<file path="src/rtl/imm_gen_stage.sv">
// Immediate-generation decode stage: decodes one instruction per cycle into
// format/immediate/illegal and buffers the results in an in-order queue.
module imm_gen_stage #(
    parameter int XLEN         = 32,
    parameter int DEPTH        = 2,
    parameter bit ENABLE_ZICSR = 1'b1
) (
    input  logic            clk,
    input  logic            rst_n,
    input  logic            flush,
    input  logic            in_valid,
    output logic            in_ready,
    input  logic [31:0]     in_instr,
    input  logic [XLEN-1:0] in_pc,
    output logic            out_valid,
    input  logic            out_ready,
    output logic [XLEN-1:0] out_imm,
    output logic [2:0]      out_fmt,
    output logic            out_illegal,
    output logic [XLEN-1:0] out_pc
);

    localparam int PW  = (DEPTH > 1) ? $clog2(DEPTH) : 1;
    localparam int CW  = $clog2(DEPTH + 1);
    localparam int SHW = (XLEN == 64) ? 6 : 5;

    typedef enum logic [2:0] {
        FMT_R, FMT_I, FMT_S, FMT_B, FMT_U, FMT_J, FMT_Z, FMT_ILL
    } fmt_t;

    typedef struct packed {
        logic [XLEN-1:0] imm;
        logic [2:0]      fmt;
        logic            ill;
        logic [XLEN-1:0] pc;
    } entry_t;

    generate
        if (XLEN != 32 && XLEN != 64) begin : g_bad_xlen
            $error("imm_gen_stage: XLEN must be 32 or 64");
        end
    endgenerate

    // ---------------- decode ----------------
    logic [6:0]      opcode;
    logic [2:0]      f3;
    logic            is_shift;
    logic [XLEN-1:0] i_imm;
    logic [XLEN-1:0] imm;
    fmt_t            fmt;
    entry_t          dec;

    always_comb begin
        opcode   = in_instr[6:0];
        f3       = in_instr[14:12];
        is_shift = (f3 == 3'b001) || (f3 == 3'b101);
        i_imm    = XLEN'($signed(in_instr[31:20]));
        fmt      = FMT_ILL;
        imm      = '0;
        case (opcode)
            7'b0000011, 7'b0001111, 7'b1100111: begin
                fmt = FMT_I;
                imm = i_imm;
            end
            7'b0010011: begin
                fmt = FMT_I;
                imm = is_shift ? XLEN'(in_instr[20 +: SHW]) : i_imm;
            end
            7'b0011011: begin
                // word-sized shifts always use a 5-bit shamt
                if (XLEN == 64) begin
                    fmt = FMT_I;
                    imm = is_shift ? XLEN'(in_instr[24:20]) : i_imm;
                end
            end
            7'b0100011: begin
                fmt = FMT_S;
                imm = XLEN'($signed({in_instr[31:25], in_instr[11:7]}));
            end
            7'b1100011: begin
                fmt = FMT_B;
                imm = XLEN'($signed({in_instr[31], in_instr[7], in_instr[30:25],
                                     in_instr[11:8], 1'b0}));
            end
            7'b0110111, 7'b0010111: begin
                fmt = FMT_U;
                imm = XLEN'($signed({in_instr[31:12], 12'b0}));
            end
            7'b1101111: begin
                fmt = FMT_J;
                imm = XLEN'($signed({in_instr[31], in_instr[19:12], in_instr[20],
                                     in_instr[30:21], 1'b0}));
            end
            7'b1110011: begin
                if (f3[2]) begin
                    if (ENABLE_ZICSR) begin
                        fmt = FMT_Z;
                        imm = XLEN'(in_instr[19:15]);
                    end
                end else begin
                    fmt = FMT_I;
                    imm = i_imm;
                end
            end
            7'b0110011: fmt = FMT_R;
            7'b0111011: if (XLEN == 64) fmt = FMT_R;
            default: fmt = FMT_ILL;
        endcase
        dec.imm = imm;
        dec.fmt = fmt;
        dec.ill = (fmt == FMT_ILL);
        dec.pc  = in_pc;
    end

    // ---------------- queue ----------------
    entry_t          mem [DEPTH];
    logic [PW-1:0]   wr_ptr, rd_ptr;
    logic [CW-1:0]   count;
    logic            rdy_q;
    logic            push, pop;
    entry_t          head;

    // rdy_q keeps in_ready low while reset is held, without touching count
    assign in_ready  = rdy_q && (count < CW'(DEPTH));
    assign out_valid = (count != '0);
    assign push      = in_valid && in_ready;
    assign pop       = out_valid && out_ready;

    function automatic logic [PW-1:0] ptr_inc(input logic [PW-1:0] p);
        return (p == PW'(DEPTH - 1)) ? '0 : p + PW'(1);
    endfunction

    always_ff @(posedge clk or negedge rst_n) begin
        if (!rst_n) begin
            count  <= '0;
            wr_ptr <= '0;
            rd_ptr <= '0;
            rdy_q  <= 1'b0;
        end else begin
            rdy_q <= 1'b1;
            if (flush) begin
                count  <= '0;
                wr_ptr <= '0;
                rd_ptr <= '0;
            end else begin
                if (push) wr_ptr <= ptr_inc(wr_ptr);
                if (pop)  rd_ptr <= ptr_inc(rd_ptr);
                case ({push, pop})
                    2'b10:   count <= count + CW'(1);
                    2'b01:   count <= count - CW'(1);
                    default: count <= count;
                endcase
            end
        end
    end

    always_ff @(posedge clk) begin
        if (push && !flush) mem[wr_ptr] <= dec;
    end

    assign head        = mem[rd_ptr];
    assign out_imm     = out_valid ? head.imm : '0;
    assign out_fmt     = out_valid ? head.fmt : '0;
    assign out_illegal = out_valid ? head.ill : 1'b0;
    assign out_pc      = out_valid ? head.pc  : '0;

endmodule

</file>
<file path="config.mk">
export PLATFORM = sky130hd
export DESIGN_NAME = imm_gen_stage
export DESIGN_NICKNAME = d
export VERILOG_FILES = /design/src/rtl/imm_gen_stage.sv
export SDC_FILE = /design/constraint.sdc
export NUM_CORES = 1
export LEC_CHECK = 0
export CAP_MARGIN = 20
export CORE_ASPECT_RATIO = 0.8
export CORE_MARGIN = 4
export CORE_UTILIZATION = 54
export DETAILED_ROUTE_END_ITERATION = 16
export GPL_TIMING_DRIVEN = 0
export PLACE_DENSITY = 0.85
export SETUP_SLACK_MARGIN = 0.15
export SLEW_MARGIN = 20
export SYNTH_ARGS = -nofsm -noshare
export SYNTH_HDL_FRONTEND = slang
export SYNTH_SLANG_ARGS = --single-unit
</file>
<file path="constraint.sdc">
create_clock -name clk -period 11.6 [get_ports clk]
set_input_delay 1.74 -clock clk [delete_from_list [all_inputs] [get_ports clk]]
set_output_delay 1.74 -clock clk [all_outputs]
set_load 0.005 [all_outputs]
</file>
# Word-level counts from Yosys, hierarchy flattened
# Memories as Yosys holds them, arrays and structs flattened.
# Index checks and enable logic that the tools add are counted.
# word_totals
register_bits	5
in_bits	69
output_inout_bits	70
ram_bits	136
n_memories	1
word_cells	58
# mem_list
name	words	word_bits	read_ports	rd_clocked_by_memory_dff	wr	line_no	rtl
mem	2	68	1	0	1	116	entry_t mem [DEPTH];
# classes
add_sub_neg	4
n_mux	19
n_eq_ne	16
magnitude_cmp	1
n_reduce_logical	13
# ops
cell	n
$pmux W32 S7	1
$mux W32	4
$eq A7 B7 Y1 const B	4
$eq A7 B6 Y1 const B	3
$pmux W3 S7	1
$eq A7 B5 Y1 const B	2
$mux W1	9
$eq A7 B2 Y1 const B	1
$eq A7 B4 Y1 const B	1
$eq A3 B3 Y1 const B	2
$mux W3	2
$reduce_bool A2 Y1	3
$logic_and A1 B1 Y1	4
$pmux W2 S2	1
$reduce_or A4 Y1	1
$eq A3 B1 Y1 const B	1
$reduce_bool A3 Y1	1
$reduce_or A3 Y1	1
$add A1 B1 Y1 const B	2
$add A2 B1 Y2 const B	1
$eq A2 B1 Y1 const B	1
$eq A2 B2 Y1 const B	1
$lt A2 B2 Y1 const B	1
$mux W2	1
other kinds (4)	4

# Logic depth before layout (Yosys ltp)
# Gate-level depths: netlist of the first run.
# logic_depth
ltp_word	6
ltp_mapped	6
depth_no_buf	5

# Least setup slack after synthesis of the first run
# No wires, ideal clock.
# synth_path
path_type	input to register
start	in in_valid
end	mem mem[1][0] in the netlist's numbering, enable pin
slack_ps	4145
setup_ps	592
path_buffers	0
cell_stages	2
t_required_ps	11008
t_arrival_ps	6863
cell_sequence	nand2_1 nor3b_1
# synth_between
elab_chain_cells	4
# synth_rtl
element	line_no	rtl
from (decl)	11	input logic in_valid,
$logic_and A1 B1 Y1	126	assign push = in_valid && in_ready;
$logic_and A1 B1 Y1	158	if (push && !flush) mem[wr_ptr] <= dec;
$mux W1	158	
$mux W1 (implied by the code)	158	
to (decl)	116	
# No other way between the ends.

# Final worst setup path of the first run
# layout_path
start	reg count[0]
end	out out_pc[21]
# layout_between
elab_chain_cells	2
# layout_rtl
element	line_no	rtl
from (decl)	118	logic [CW-1:0] count;
from (signal assigned)	149	2'b10: count <= count + CW'(1);
from (signal assigned)	150	2'b01: count <= count - CW'(1);
from (signal assigned)	151	default: count <= count;
$reduce_bool A2 Y1	125	assign out_valid = (count != '0);
$mux W32	165	assign out_pc = out_valid ? head.pc : '0;
to (decl)	20	output logic [XLEN-1:0] out_pc
# No other way between the ends.

==> results of run 1 <==
-- registers in the layout, summed over array words and instances, names as in the netlist --
name    count
mem       136
count       2
rd_ptr      1
rdy_q       1
wr_ptr      1
-- routing by layer --
layer  part of all wire (%)  up-vias
met5                      0        -
met3                    7.9       14
met4                   0.99        0
met1                     44     2036
met2                     48      183
li1                       -     2025
-- through the flow --
step / instance area, sq um / cells
after global routing: 8450 / 776
after floorplan: 6150 / 448
after global placement: 7700 / 729
final: 8450 / 776
after detailed placement: 7840 / 744
after CTS: 8450 / 776
-- synthesized netlist by cell type (2+ instances only) --
cell type,n,share of area [%]
buf_2,13,1.1
dfrtp_1,5,2.0
o22ai_1,2,0.20
nand2_1,12,0.73
a211o_1,8,1.1
nor2_1,78,4.8
nand2b_1,3,0.31
nand3b_1,2,0.24
mux2i_1,68,11
o2bb2ai_1,4,0.57
or3b_1,3,0.43
a21oi_1,24,2.0
and2_1,2,0.20
xor2_1,3,0.43
a211oi_2,2,0.41
nor3b_1,2,0.24
buf_1,3,0.18
nor3_1,2,0.16
nand4_1,2,0.20
nor2b_1,8,0.81
nand3_1,17,1.4
a31oi_1,6,0.61
edfxtp_1,136,66
clkbuf_1,10,0.61
o21ai_0,4,0.33
inv_1,4,0.24
-- cell families (layout without fill, tap and decap cells) --
kind of cell / Yosys count / after routing / synth area share [%]
other: 1 / 1 / 0.0610
AO/OA/AOI/OAI: 64 / 64 / 7.16
XOR/XNOR: 4 / 4 / 0.570
buffers and inverters: 31 / 215 / 2.22
flip-flops: 141 / 141 / 68.5
AND/OR/NAND/NOR: 139 / 139 / 10.4
multiplexers: 68 / 68 / 11.1
-- layout make-up --
type	instances	area, sq um	area share, %
sequential	141	4210	49.8
multi-input combinational	276	1810	21.4
timing repair buffer	152	1500	17.7
clock buffer	18	429	5.08
clock inverter	14	183	2.16
tap	144	180	2.13
buffer	27	121	1.44
inverter	4	15.0	0.178
-- power by group through the flow --
| stage | logic [uW] | clock network, uW | registers, uW |
|---|---|---|---|
| after detailed placement | 111 | 0 | 582 |
| final | 112 | 557 | 571 |
| after CTS | 112 | 562 | 571 |
| after floorplan | 49.0 | 0 | 583 |
| after global routing | 121 | 588 | 571 |
| after global placement | 106 | 0 | 584 |
-- cell usage in the layout (no fill, tap or decap), types with 3 or more instances in the layout --
master	netlist	layout
clkbuf_16	0	17
nor2_1	78	78
nor2b_1	8	8
nand3_1	17	17
o21ai_0	4	4
dfrtp_1	5	5
a211o_1	8	8
clkbuf_1	10	11
or3b_1	3	3
a31oi_1	6	6
edfxtp_1	136	136
buf_4	1	12
bufinv_16	0	3
clkdlybuf4s50_1	0	137
inv_6	0	4
buf_2	13	13
nand2_1	12	12
o2bb2ai_1	4	4
xor2_1	3	3
buf_1	3	3
nand2b_1	3	3
mux2i_1	68	68
a21oi_1	24	24
inv_1	4	4
buf_6	0	4
-- path summary, 6_finish.rpt --
| kind | from | endpoint | slack (ps) | cells past startpoint |
|---|---|---|---|---|
| max | count[0] | out_pc[21] | 7140 | 5 |
| min | count[0] | count[1] | 600 | 2 |
| max reg2reg | count[1] | mem[0][65] | 9190 | 6 |
| min reg2reg | count[0] | count[1] | 600 | 2 |
| max in group asynchronous | rst_n | wr_ptr | 9860 | 1 |
| min in group asynchronous | rst_n | count[1] | 1540 | 1 |
-- worst register-to-register path, delay by kind of cell (launching register included) --
kind,cells,cell delay (ps)
buffers and inverters,3,690
DFF,1,420
and+or+nand+nor,3,1010
==> flow_summary_export.csv, run 1 <==
group,metric,value,unit
power,ir_drop,98.0,uV
drt,routed_wire_length_per_instance,17.8,um
synthesis,yosysSeqAreaShare,68.5,%
timing,fin_worst_hold_slack,600,ps
cells_and_area,final.fill_count,715,
timing,report.final.hold_viol_count,0,
timing,worst_slew_pin_slew,856,ps
timing,final_min_period_over_clock_period,38.5,%
critical_path,wp_buf_inv,3,
critical_path,cp_data_arrival_time,2720,ps
power,cell_internal_pwr,969,uW
synthesis,ys_seq_elements,141,
placement,place.port_buffers,137,
die,initial_core_util,55.8,%
global_routing,grt.met3_usage,4.62,%
die,boundaryPins,139,
drt,detail-route-antenna-nets,0,
drt,detailroute.via_count,4258,
critical_path,timing.critical_path.required,9860,ps
global_routing,grt.overflow.total,0,
global_routing,grt_first_pass_wirelength,21.5,mm
cells_and_area,layout-drive-gt1-share,10.6,%
die,design.die.area,13200,sq um
global_routing,groute.layer.met2.usage,35.8,%
placement,dp.final_hpwl,10.2,mm
timing,max_freq,224,MHz
synthesis,netlist_area,6150,sq um
cells_and_area,nNetsFinal,688,
synthesis,synth-warning-count,0,
synthesis,most_used_flip_flop_cell_after_synthesis,"edfxtp_1",
synthesis,async_flop_share,3.55,%
synthesis,syn-mean-instance-area,13.7,sq um
die,core-area,11000,sq um
placement,routability_congestion_estimate_from_global_placement,0.899,
critical_path,crit_chain,"nor2_1, clkbuf_1, buf_1, nor2_1, clkdlybuf4s50_1",
die,fp-row-count,34,
worst_hold_path,min_path_type,"reg -> reg",
synthesis,number_of_enable_flip_flop_cells_after_synthesis,136,
power,power.density_cell_area,147,nW/um^2
timing,timing.final.setup_violations,0,
power,seqPwrFrac,46.1,%
clock_tree,cts_setup_buffers,0,
clock_tree,cts_bufs_inserted,17,
cells_and_area,area_growth,37.4,%
global_routing,antenna_found_initial,0,
synthesis,synthCells,448,
global_routing,global_route_layer_with_the_greatest_usage,"met2",
clock_tree,post_cts_resized,0,
clock_tree,tritoncts,"built",
drt,drtPass1Iterations,5,
timing,min_period,4460,ps
clock_tree,library_cell_used_as_clock_root_buffer,"clkbuf_16",
critical_path,timing.setup.critical_path_class,"reg -> out",
die,floorplan.die.width,127,um
critical_path,cp_top_delay_family,"buffers and inverters",
global_routing,grt_max_degree,17,
power,comb_power_share,9.0,%
power,p_clk_share,44.9,%
clock_tree,h-tree-depth,4,
drt,avgViaCountPerCell,5.49,
drt,drc,0,
placement,dpl_worst_slack,7510,ps
outcome,run_status,"complete, no violations",
cells_and_area,antennaDiodeCount,0,
timing,grt_setup_unrepaired,"no",
clock_tree,clk_transition_reported_paths,60,ps
cells_and_area,postLayoutCoreUtil,76.7,%
critical_path,cp-start-kind,"register",
timing,worst_clock_skew,11.6,ps
clock_tree,clock_insertion_delay_worst_skew,420,ps
critical_path,critical-path-slowest-cell,"clkdlybuf4s50_1",
timing,slew_headroom,42.6,%
global_routing,grt_util_met1,28.7,%
synthesis,synthesis.nets,517,
power,p_sw_share,21.8,%
die,die_height,103,um
critical_path,most_frequent_cell_on_critical_path,"nor2_1",
drt,drt_wl_total,13.8,mm
drt,drt_first_iter_violations,323,
clock_tree,cts-hold-fix-buffers,0,
global_routing,track_usage,21.5,%
power,cellLeakagePower,0.00290,uW
critical_path,endpoint_kind,"output port",
global_routing,grt_pass1_vias,4299,
power,net-switching-power,270,uW
critical_path,cp_max_stage_delay,470,ps
timing,tns,0,ps
power,power,1240,uW
critical_path,critical_path.max_fanout,10,
job,cap_violations,0,
timing,setup_ws,7140,ps
clock_tree,clock_sinks,141,
synthesis,post_synth_num_cell_types,51,
clock_tree,clock_path_buffers,2,
timing,slew_violations,0,
No activity file was read; power rests on OpenSTA's default activity.
==> inputs of run 2 (changes only) <==
Settings changed: CORE_UTILIZATION 54 to 45, PLACE_DENSITY 0.85 to 0.76.
Clock period 11.6 ns to 4 ns, I/O delays scaled along.
==> run 2 against run 1 <==
  * Critical path depth is the same
  * Critical endpoint is now out_pc[27]
  * Non-clock buffer count shrank 5
  * Hold slack lost 200 ps
  * Die area grew 19%
  * Global-route usage shrank 2.5 points
  * Routed wire length grew 5.9%
  * Core utilization shrank 12 points
  * Largest power group unchanged
  * First-iteration DRC count shrank 9.0%
  * Sequential share of layout area shrank 0.50 points
  * Design area grew 1.0%
  * Highest routed layer unchanged
  * Via count grew 0.52%
  * Register-to-register slack lost 7500 ps
==> flow_summary_export.csv, run 2 (synthesized netlist as in run 1, its figures left out) <==
group,metric,value,unit
power,cellLeakagePower,0.00290,uW
drt,routed_wire_length_per_instance,18.2,um
critical_path,critical-path-slowest-cell,"nor2_1",
cells_and_area,layout_commonest_cell,"clkdlybuf4s50_1",
cells_and_area,final.fill_count,985,
cells_and_area,postLayoutCellArea,8530,sq um
global_routing,grt_first_pass_wirelength,23.1,mm
global_routing,track_usage,19.0,%
die,die_height,113,um
job,cap_violations,0,
die,design.die.area,15600,sq um
clock_tree,h-tree-depth,4,
clock_tree,post_cts_resized,0,
critical_path,critical_path.max_fanout,10,
clock_tree,tritoncts,"built",
placement,post_dp_cell_area,7900,sq um
global_routing,grt_pass1_vias,4372,
critical_path,cp_max_stage_delay,570,ps
placement,place.port_buffers,137,
drt,wl_met3,1.22,mm
timing,slew_headroom,52.8,%
clock_tree,clock_sinks,141,
drt,detailroute.via_count,4280,
critical_path,cp-start-kind,"register",
critical_path,reg2reg_setup_slack,1680,ps
cells_and_area,layout-drive-gt1-share,10.0,%
clock_tree,cts_bufs_inserted,17,
drt,drt_wl_total,14.6,mm
critical_path,rr_endpoint,"mem[0][64]",
power,ir_drop,300,uV
drt,met2_wirelength,6.61,mm
cells_and_area,registers.top_by_ff_count,"mem",
timing,grt_setup_unrepaired,"no",
global_routing,grt_max_degree,17,
critical_path,timing.setup.critical_path_class,"reg -> out",
die,boundaryPins,139,
timing,min_period,3520,ps
die,floorplan.die.width,139,um
drt,drtPass1Iterations,5,
timing,report.final.hold_viol_count,0,
drt,avgViaCountPerCell,5.34,
timing,tns,0,ps
timing,final_min_period_over_clock_period,88.0,%
critical_path,endpoint_kind,"output port",
global_routing,antenna_found_initial,0,
cells_and_area,flip_flop_count_of_the_largest_register_after_layout,136,
outcome,run_status,"complete, no violations",
cells_and_area,nNetsFinal,683,
power,power.density_cell_area,425,nW/um^2
critical_path,rr_worst_depth,7,
critical_path,critical_path.reg2reg.startpoint,"count[1]",
drt,detail-route-antenna-nets,0,
clock_tree,clock_path_buffers,2,
clock_tree,cts-hold-fix-buffers,0,
clock_tree,clk_transition_reported_paths,60,ps
cells_and_area,biggestRegsByFlops,"mem (136), count (2)",
timing,worst_slew_pin_slew,705,ps
worst_hold_path,min_path_type,"in -> async",
cells_and_area,commonest_cells_after_routing_fill_and_taps_aside,"137 x clkdlybuf4s50_1, 136 x edfxtp_1, 78 x nor2_1",
timing,max_freq,284,MHz
critical_path,timing.critical_path.required,3400,ps
cells_and_area,area_growth,38.8,%
placement,routability_congestion_estimate_from_global_placement,0.953,
die,core-area,13100,sq um
global_routing,grt.overflow.total,0,
critical_path,cp_data_arrival_time,2920,ps
drt,drt_first_iter_violations,294,
critical_path,most_frequent_cell_on_critical_path,"nor2_1",
timing,slew_violations,0,
clock_tree,library_cell_used_as_clock_root_buffer,"clkbuf_16",
timing,timing.final.setup_violations,0,
critical_path,crit_chain,"nor2_1, clkbuf_1, buf_1, nor2_1, clkdlybuf4s50_1",
placement,dp.final_hpwl,10.9,mm
timing,worst_clock_skew,8.43,ps
die,initial_core_util,46.9,%
drt,drc,0,
clock_tree,cts_setup_buffers,0,
die,fp-row-count,37,
cells_and_area,antennaDiodeCount,0,
clock_tree,clock_insertion_delay_worst_skew,410,ps
drt,top_layer,"met4",
drt,route.layer.met1.wl,6.59,mm
run 2: cell count changes in the layout (fill, tap and decap cells not counted), moves of 2 or more:
cell and delta:
buf_8 +8, buf_4 -11, clkinv_4 +2, buf_6 -2, clkbuf_8 +2, clkinv_2 -2
run 2: per-layer routing:
layer,global-route usage [%],up-vias
li1,-,2008
met1,26.1,2081
met2,29.3,176
met3,5.96,15
met4,5.54,0
met5,0,-
run 2: final cells by class:
class                      instances  area, sq um  area share (%)
clock inverter                    13          178            2.08
sequential                       141         4210            49.3
inverter                           4         15.0           0.176
multi-input combinational        276         1820            21.4
tap                              175          219            2.57
buffer                            27          121            1.42
clock buffer                      19          453            5.31
timing repair buffer             147         1510            17.7
run 2: power by group:
part           total [uW]  internal (uW)  switching [uW]  leakage [uW]
combinational         330            171             160       0.00129
clock                1640           1030             616      0.000303
sequential           1660           1650            8.46       0.00131
total                3630           2850             784       0.00290
run 2: worst max-delay path by stage:
stage                         from         end  slack, ps  depth (start not counted)
after floorplan           count[1]   mem[1][0]        980                          3
after global placement    in_valid  mem[1][34]       -400                          3
after detailed placement  count[0]  out_pc[27]        840                          5
after CTS                 count[0]  out_pc[27]        380                          5
after global routing      count[0]  out_pc[27]        240                          5
final                     count[0]  out_pc[27]        480                          5
run 2: critical path, delay by kind of cell (launching register included):
family,cells,cell delay [ps]
buffers and inverters,3,1400
and+or+nand+nor,2,680
DFF,1,420
run 2: stage by stage:
step | util, % | power (uW) | setup WS, ps | hold slack (ps) | instances
after floorplan | - | 1830 | 977 | 304 | 448
after global placement | 59.2 | 2000 | -397 | 556 | 760
after detailed placement | 60.3 | 2020 | 837 | 608 | 770
after CTS | 65.1 | 3660 | 380 | 391 | 802
after global routing | 65.1 | 3770 | 236 | 407 | 802
final | 65.1 | 3630 | 479 | 403 | 802
